===== src/rtl/ps2_scancode.sv =====
// PS/2 keyboard front end: synchronises and filters the raw PS/2 lines, deframes
// 11-bit frames and turns the byte stream into make/break key events for the matrix.
module ps2_scancode #(
  parameter int FILTER  = 8,
  parameter int TIMEOUT = 4000
) (
  input  logic       clock,
  input  logic       reset,
  input  logic       ce,
  input  logic       ps2ck,
  input  logic       ps2d,
  output logic       kstb,
  output logic       make,
  output logic [7:0] code,
  output logic       ext,
  output logic       perr
);

  localparam int TW = $clog2(TIMEOUT + 1);
  localparam logic [TW-1:0] TMO_LAST = TW'(TIMEOUT - 1);

  localparam logic [1:0] S_IDLE = 2'd0;
  localparam logic [1:0] S_DATA = 2'd1;
  localparam logic [1:0] S_PAR  = 2'd2;
  localparam logic [1:0] S_STOP = 2'd3;

  logic              ck_meta_q, ck_meta_d, ck_sync_q, ck_sync_d;
  logic              d_meta_q, d_meta_d, d_sync_q, d_sync_d;
  logic [FILTER-1:0] filt_q, filt_d;
  logic              fck_q, fck_d;
  logic [1:0]        state_q, state_d;
  logic [2:0]        bit_cnt_q, bit_cnt_d;
  logic [7:0]        sr_q, sr_d;
  logic              par_q, par_d;
  logic [TW-1:0]     tcnt_q, tcnt_d;
  logic              byte_vld_q, byte_vld_d;
  logic              byte_err_q, byte_err_d;
  logic              extf_q, extf_d;
  logic              brkf_q, brkf_d;
  logic [2:0]        skip_q, skip_d;
  logic              kstb_q, kstb_d;
  logic              perr_q, perr_d;
  logic [7:0]        code_q, code_d;
  logic              make_q, make_d;
  logic              ext_q, ext_d;
  logic              fall_s;

  always_comb begin
    ck_meta_d  = ps2ck;
    ck_sync_d  = ck_meta_q;
    d_meta_d   = ps2d;
    d_sync_d   = d_meta_q;

    filt_d = ce ? {filt_q[FILTER-2:0], ck_sync_q} : filt_q;
    if (&filt_d) begin
      fck_d = 1'b1;
    end else if (~|filt_d) begin
      fck_d = 1'b0;
    end else begin
      fck_d = fck_q;
    end
    fall_s = fck_q & ~fck_d;

    state_d    = state_q;
    bit_cnt_d  = bit_cnt_q;
    sr_d       = sr_q;
    par_d      = par_q;
    byte_vld_d = 1'b0;
    byte_err_d = 1'b0;

    // The timeout counter only runs while a frame is in progress.
    if (state_q == S_IDLE || fall_s) begin
      tcnt_d = '0;
    end else if (ce) begin
      tcnt_d = tcnt_q + TW'(1);
    end else begin
      tcnt_d = tcnt_q;
    end

    if (fall_s) begin
      case (state_q)
        S_IDLE: begin
          if (!d_sync_q) begin
            state_d   = S_DATA;
            bit_cnt_d = 3'd0;
          end else begin
            state_d = S_IDLE;
          end
        end
        S_DATA: begin
          sr_d      = {d_sync_q, sr_q[7:1]};
          bit_cnt_d = bit_cnt_q + 3'd1;
          if (bit_cnt_q == 3'd7) begin
            state_d = S_PAR;
          end else begin
            state_d = S_DATA;
          end
        end
        S_PAR: begin
          par_d   = d_sync_q;
          state_d = S_STOP;
        end
        S_STOP: begin
          byte_vld_d = 1'b1;
          byte_err_d = ~(d_sync_q & (^{sr_q, par_q}));
          state_d    = S_IDLE;
        end
        default: state_d = S_IDLE;
      endcase
    end else if (state_q != S_IDLE && ce && tcnt_q == TMO_LAST) begin
      state_d = S_IDLE;
      tcnt_d  = '0;
    end else begin
      state_d = state_q;
    end

    // Prefix stage: one cycle after the stop bit, sr_q still holds the byte.
    extf_d = extf_q;
    brkf_d = brkf_q;
    skip_d = skip_q;
    kstb_d = 1'b0;
    perr_d = 1'b0;
    code_d = code_q;
    make_d = make_q;
    ext_d  = ext_q;
    if (byte_vld_q) begin
      if (byte_err_q) begin
        perr_d = 1'b1;
        extf_d = 1'b0;
        brkf_d = 1'b0;
        skip_d = 3'd0;
      end else if (skip_q != 3'd0) begin
        skip_d = skip_q - 3'd1;
      end else begin
        case (sr_q)
          8'hE0: extf_d = 1'b1;
          8'hF0: brkf_d = 1'b1;
          8'hE1: begin
            skip_d = 3'd7;
            extf_d = 1'b0;
            brkf_d = 1'b0;
          end
          8'h00, 8'hAA, 8'hEE, 8'hFA, 8'hFE, 8'hFF: begin
            extf_d = 1'b0;
            brkf_d = 1'b0;
          end
          default: begin
            code_d = sr_q;
            make_d = brkf_q;
            ext_d  = extf_q;
            kstb_d = 1'b1;
            extf_d = 1'b0;
            brkf_d = 1'b0;
          end
        endcase
      end
    end else begin
      kstb_d = 1'b0;
    end
  end

  always_ff @(posedge clock) begin
    if (reset) begin
      ck_meta_q  <= 1'b1;
      ck_sync_q  <= 1'b1;
      d_meta_q   <= 1'b1;
      d_sync_q   <= 1'b1;
      filt_q     <= '1;
      fck_q      <= 1'b1;
      state_q    <= S_IDLE;
      bit_cnt_q  <= 3'd0;
      sr_q       <= 8'h00;
      par_q      <= 1'b0;
      tcnt_q     <= '0;
      byte_vld_q <= 1'b0;
      byte_err_q <= 1'b0;
      extf_q     <= 1'b0;
      brkf_q     <= 1'b0;
      skip_q     <= 3'd0;
      kstb_q     <= 1'b0;
      perr_q     <= 1'b0;
      code_q     <= 8'h00;
      make_q     <= 1'b1;
      ext_q      <= 1'b0;
    end else begin
      ck_meta_q  <= ck_meta_d;
      ck_sync_q  <= ck_sync_d;
      d_meta_q   <= d_meta_d;
      d_sync_q   <= d_sync_d;
      filt_q     <= filt_d;
      fck_q      <= fck_d;
      state_q    <= state_d;
      bit_cnt_q  <= bit_cnt_d;
      sr_q       <= sr_d;
      par_q      <= par_d;
      tcnt_q     <= tcnt_d;
      byte_vld_q <= byte_vld_d;
      byte_err_q <= byte_err_d;
      extf_q     <= extf_d;
      brkf_q     <= brkf_d;
      skip_q     <= skip_d;
      kstb_q     <= kstb_d;
      perr_q     <= perr_d;
      code_q     <= code_d;
      make_q     <= make_d;
      ext_q      <= ext_d;
    end
  end

  assign kstb = kstb_q;
  assign perr = perr_q;
  assign code = code_q;
  assign make = make_q;
  assign ext  = ext_q;

endmodule


===== config.mk =====
export PLATFORM = sky130hd
export DESIGN_NAME = ps2_scancode
export DESIGN_NICKNAME = d
export VERILOG_FILES = /design/src/rtl/ps2_scancode.sv
export SDC_FILE = /design/constraint.sdc
export NUM_CORES = 1
export LEC_CHECK = 0
export BUFFER_PORTS_ARGS = -buffer_cell sky130_fd_sc_hd__buf_2
export CORE_AREA = 2 2 97 52
export DETAILED_ROUTE_END_ITERATION = 16
export DIE_AREA = 0 0 99 54
export GPL_TIMING_DRIVEN = 0
export HOLD_SLACK_MARGIN = 0.08
export PLACE_DENSITY_LB_ADDON = 0.2
export SLEW_MARGIN = 30
export SYNTH_ARGS = -nofsm -noshare
export SYNTH_HDL_FRONTEND = slang
export SYNTH_SLANG_ARGS = --single-unit
export TNS_END_PERCENT = 20

===== constraint.sdc =====
create_clock -name clock -period 1.85 [get_ports clock]
set_input_delay 0.0925 -clock clock [delete_from_list [all_inputs] [get_ports clock]]
set_output_delay 0.0925 -clock clock [all_outputs]
set_load 0.05 [all_outputs]

==> insert_results.sql <==
INSERT INTO impl_metrics (metric_group, metric, value, unit) VALUES
('clock_tree', 'insertion_delay', '340', 'ps'),
('sta', 'setup_viol_count_final', '1', ''),
('sta', 'min_period_over_period', '101', '%'),
('synthesis', 'synthCells', '298', ''),
('sta', 'worst_setup_slack_after_layout', '-17.3', 'ps'),
('critical_path', 'r2r_start', 'sr_q[3]', ''),
('synthesis', 'syn-mean-instance-area', '8.66', 'um^2'),
('detailed_routing', 'routed_wirelength', '5580', 'um'),
('layout', 'area_taken_by_flip_flops_and_latches', '0.00117', 'mm^2'),
('global_routing', 'grt_first_pass_wirelength', '8770', 'um'),
('synthesis', 'synthesis.nets', '308', ''),
('pwr', 'p_clk_share', '46.6', '%'),
('critical_path', 'critPathCaptureType', 'flip-flop', ''),
('synthesis', 'ys_ff_latch', '58', ''),
('sta', 'worst_slew_margin_rel', '57.8', '%'),
('synthesis', 'synth.top_cells.by_area', 'dfxtp_1 45%, nand2_1 8.6%, mux2i_1 7.8%, xnor2_1 4.4%, nor2_1 3.8%', ''),
('synthesis', 'yosys.cell_count.top_type', 'nand2_1', ''),
('min_path', 'hp-start', 'ce', ''),
('global_routing', 'via_count_of_the_first_global_routing_pass', '1819', ''),
('synthesis', 'synth_warnings', '0', ''),
('detailed_routing', 'vias_per_cell', '5.39', ''),
('place', 'placed_cell_area', '0.00273', 'mm^2'),
('die', 'count_of_standard_cell_rows', '18', ''),
('global_routing', 'globalRouteOverflowTotal', '0', ''),
('pwr', 'power_per_standard_cell_area', '799', 'mW/mm^2'),
('synthesis', 'ys_dominant_reg_cell', 'dfxtp_1', ''),
('synthesis', 'yosysSeqAreaShare', '45.0', '%'),
('die', 'start_util', '55.9', '%'),
('clock_tree', 'htreeDepth', '3', ''),
('detailed_routing', 'initialDrtViolationCount', '103', ''),
('synthesis', 'netlist-cell-type-count', '38', ''),
('clock_tree', 'cts_tree', 'yes', ''),
('layout', 'antenna_cells', '0', ''),
('run_status', 'failed_checks', 'setup timing', ''),
('sta', 'final-hold-violation-count', '0', ''),
('pwr', 'comb_power_share', '2.3', '%'),
('pwr', 'cell_internal_pwr', '1950', 'uW'),
('detailed_routing', 'detail_route.wl_per_cell', '13.9', 'um'),
('synthesis', 'synth_largest_type_area_fraction', '45.0', '%'),
('detailed_routing', 'drt_drc_violations_left', '0', ''),
('critical_path', 'start_kind', 'flip-flop', ''),
('min_path', 'min_to', 'tcnt_q[1]', ''),
('sta', 'min_period', '1870', 'ps'),
('layout', 'fin_area', '0.00308', 'mm^2'),
('pwr', 'cellLeakagePower', '0.00120', 'uW'),
('layout', 'layout.filler_cells', '380', ''),
('detailed_routing', 'detail_route.first_pass.iterations', '4', ''),
('pwr', 'swShare', '20.9', '%'),
('critical_path', 'cp_max_fo', '5', ''),
('critical_path', 'rr_endpoint', 'code[0]', ''),
('sta', 'rsz0062_at_grt', 'yes', ''),
('synthesis', 'synth_top_cell_by_area', 'dfxtp_1', ''),
('pwr', 'irDropWorstVdd', '0.443', 'mV'),
('die', 'io_pins', '17', ''),
('detailed_routing', 'route.vias.total', '2167', ''),
('die', 'fp.dieH', '54', 'um'),
('layout', 'synth_to_layout_area_growth', '19.5', '%'),
('pwr', 'pwr-share-seq', '51.1', '%'),
('global_routing', 'global_route.usage.total', '21.8', '%'),
('critical_path', 'worstSetupPathType', 'reg2reg', ''),
('sta', 'maxSlewViolCount', '0', ''),
('job', 'count_of_maximum_capacitance_violations', '0', ''),
('run_status', 'status', 'finished, violations left', ''),
('die', 'floorplan.die.width', '99', 'um'),
('place', 'port-buffer-count', '14', ''),
('sta', 'final.setup_skew', '11.0', 'ps'),
('critical_path', 'worstRegToRegCells', '7', ''),
('die', 'fp.dieArea', '0.00535', 'mm^2'),
('critical_path', 'cp_data_arrival_time', '2130', 'ps'),
('detailed_routing', 'ant_nets', '0', ''),
('layout', 'drive_gt1_share', '20.8', '%');
[layout make-up]
type / count / share of cell area (%)
multi-input combinational: 213 / 42.5
sequential: 58 / 37.9
timing repair buffer: 30 / 6.09
clock buffer: 11 / 4.91
buffer: 20 / 4.06
tap: 60 / 2.43
clock inverter: 3 / 1.30
inverter: 7 / 0.852
[flip-flops by register name, summed over array words and instances, names as in the netlist, 2 cells and up]
name       flops
tcnt_q        12
code           8
filt_q         8
sr_q           8
bit_cnt_q      3
skip_q         3
state_q        2
[cells by family after synthesis]
logic type | share of synthesized area [%]
multiplexers | 7.76
flip-flops | 45.0
adder cells (fa/ha/maj) | 2.42
XOR/XNOR | 6.45
AND/OR/NAND/NOR | 23.4
AO/OA/AOI/OAI | 9.45
buffers and inverters | 5.53
[metrics by stage]
step                      util, %  hold WS, ps  TNS (ps)  instances  total power (uW)
after CTS                    63.8          106         0        388              2490
after detailed placement     59.1          283     -5.58        372              1340
after global placement       59.1          277     -14.7        372              1340
after floorplan                 -          196         0        298              1320
final                        66.8          128     -17.3        402              2460
after global routing         66.8          158      -343        402              2550
[cell usage in the layout, fill, tap and decap left out, drive strengths merged]
cell type and n:
a2111oi 1, a21boi 1, a21o 1, a21oi 17, a22o 1, a22oi 3
a311oi 1, a31o 1, a31oi 1, and2 1, and3 4, and4 1
buf 39, bufinv 1, clkbuf 20, clkinv 2, dfxtp 58, dlygate4sd3 2
ha 5, inv 7, mux2i 20, nand2 59, nand3 11, nand4 7
nor2 26, nor2b 1, nor3 12, nor4 5, o2111ai 1, o21a 1
o21ai 6, o31ai 2, or2 4, or4 1, xnor2 13, xor2 6
[power groups by stage]
| stage | clock (uW) | sequential, uW | combinational (uW) |
|---|---|---|---|
| 4_1_cts | 1180 | 1260 | 57.1 |
| 5_1_grt | 1230 | 1260 | 64.6 |
| 2_1_floorplan | 0 | 1290 | 38.7 |
| 6_report | 1150 | 1260 | 56.8 |
| 3_5_place_dp | 0 | 1290 | 53.9 |
| 3_3_place_gp | 0 | 1290 | 52.6 |
[worst max-delay path, stage by stage (launching register included)]
cell and delay, ps:
dfxtp_2 350, buf_6 130, nor4_2 50, a31o_1 180, a22o_1 210, a2111oi_4 460, buf_4 230, mux2i_1 200
[metal layers]
metal  GRT usage (%)  up-vias  routed length (um)
li1                -     1093                   -
met1            30.8     1012                3030
met2            30.1       60                2200
met3            8.70        2                 333
met4            7.31        0                  20
met5               0        -                   0
[worst max-delay path by stage]
stage | start | to | slack [ps] | cells after the start
after floorplan | sr_q[3] | code[0] | 170 | 7
after global placement | filt_q[3] | tcnt_q[10] | -5 | 7
after detailed placement | filt_q[3] | tcnt_q[8] | -3 | 7
after CTS | sr_q[7] | code[6] | 10 | 7
after global routing | sr_q[3] | code[0] | -60 | 7
final | sr_q[3] | code[0] | -20 | 7
[timing repair]
action,4_1_cts,5_1_grt
hold buffers,2,0
pin swaps,0,2
gates resized for setup,1,15
endpoints found under the hold margin,2,0
gates cloned,0,4
buffers inserted,0,10
endpoints found under the setup margin,10,32
Note: power is estimated with default switching activity, not from simulation.
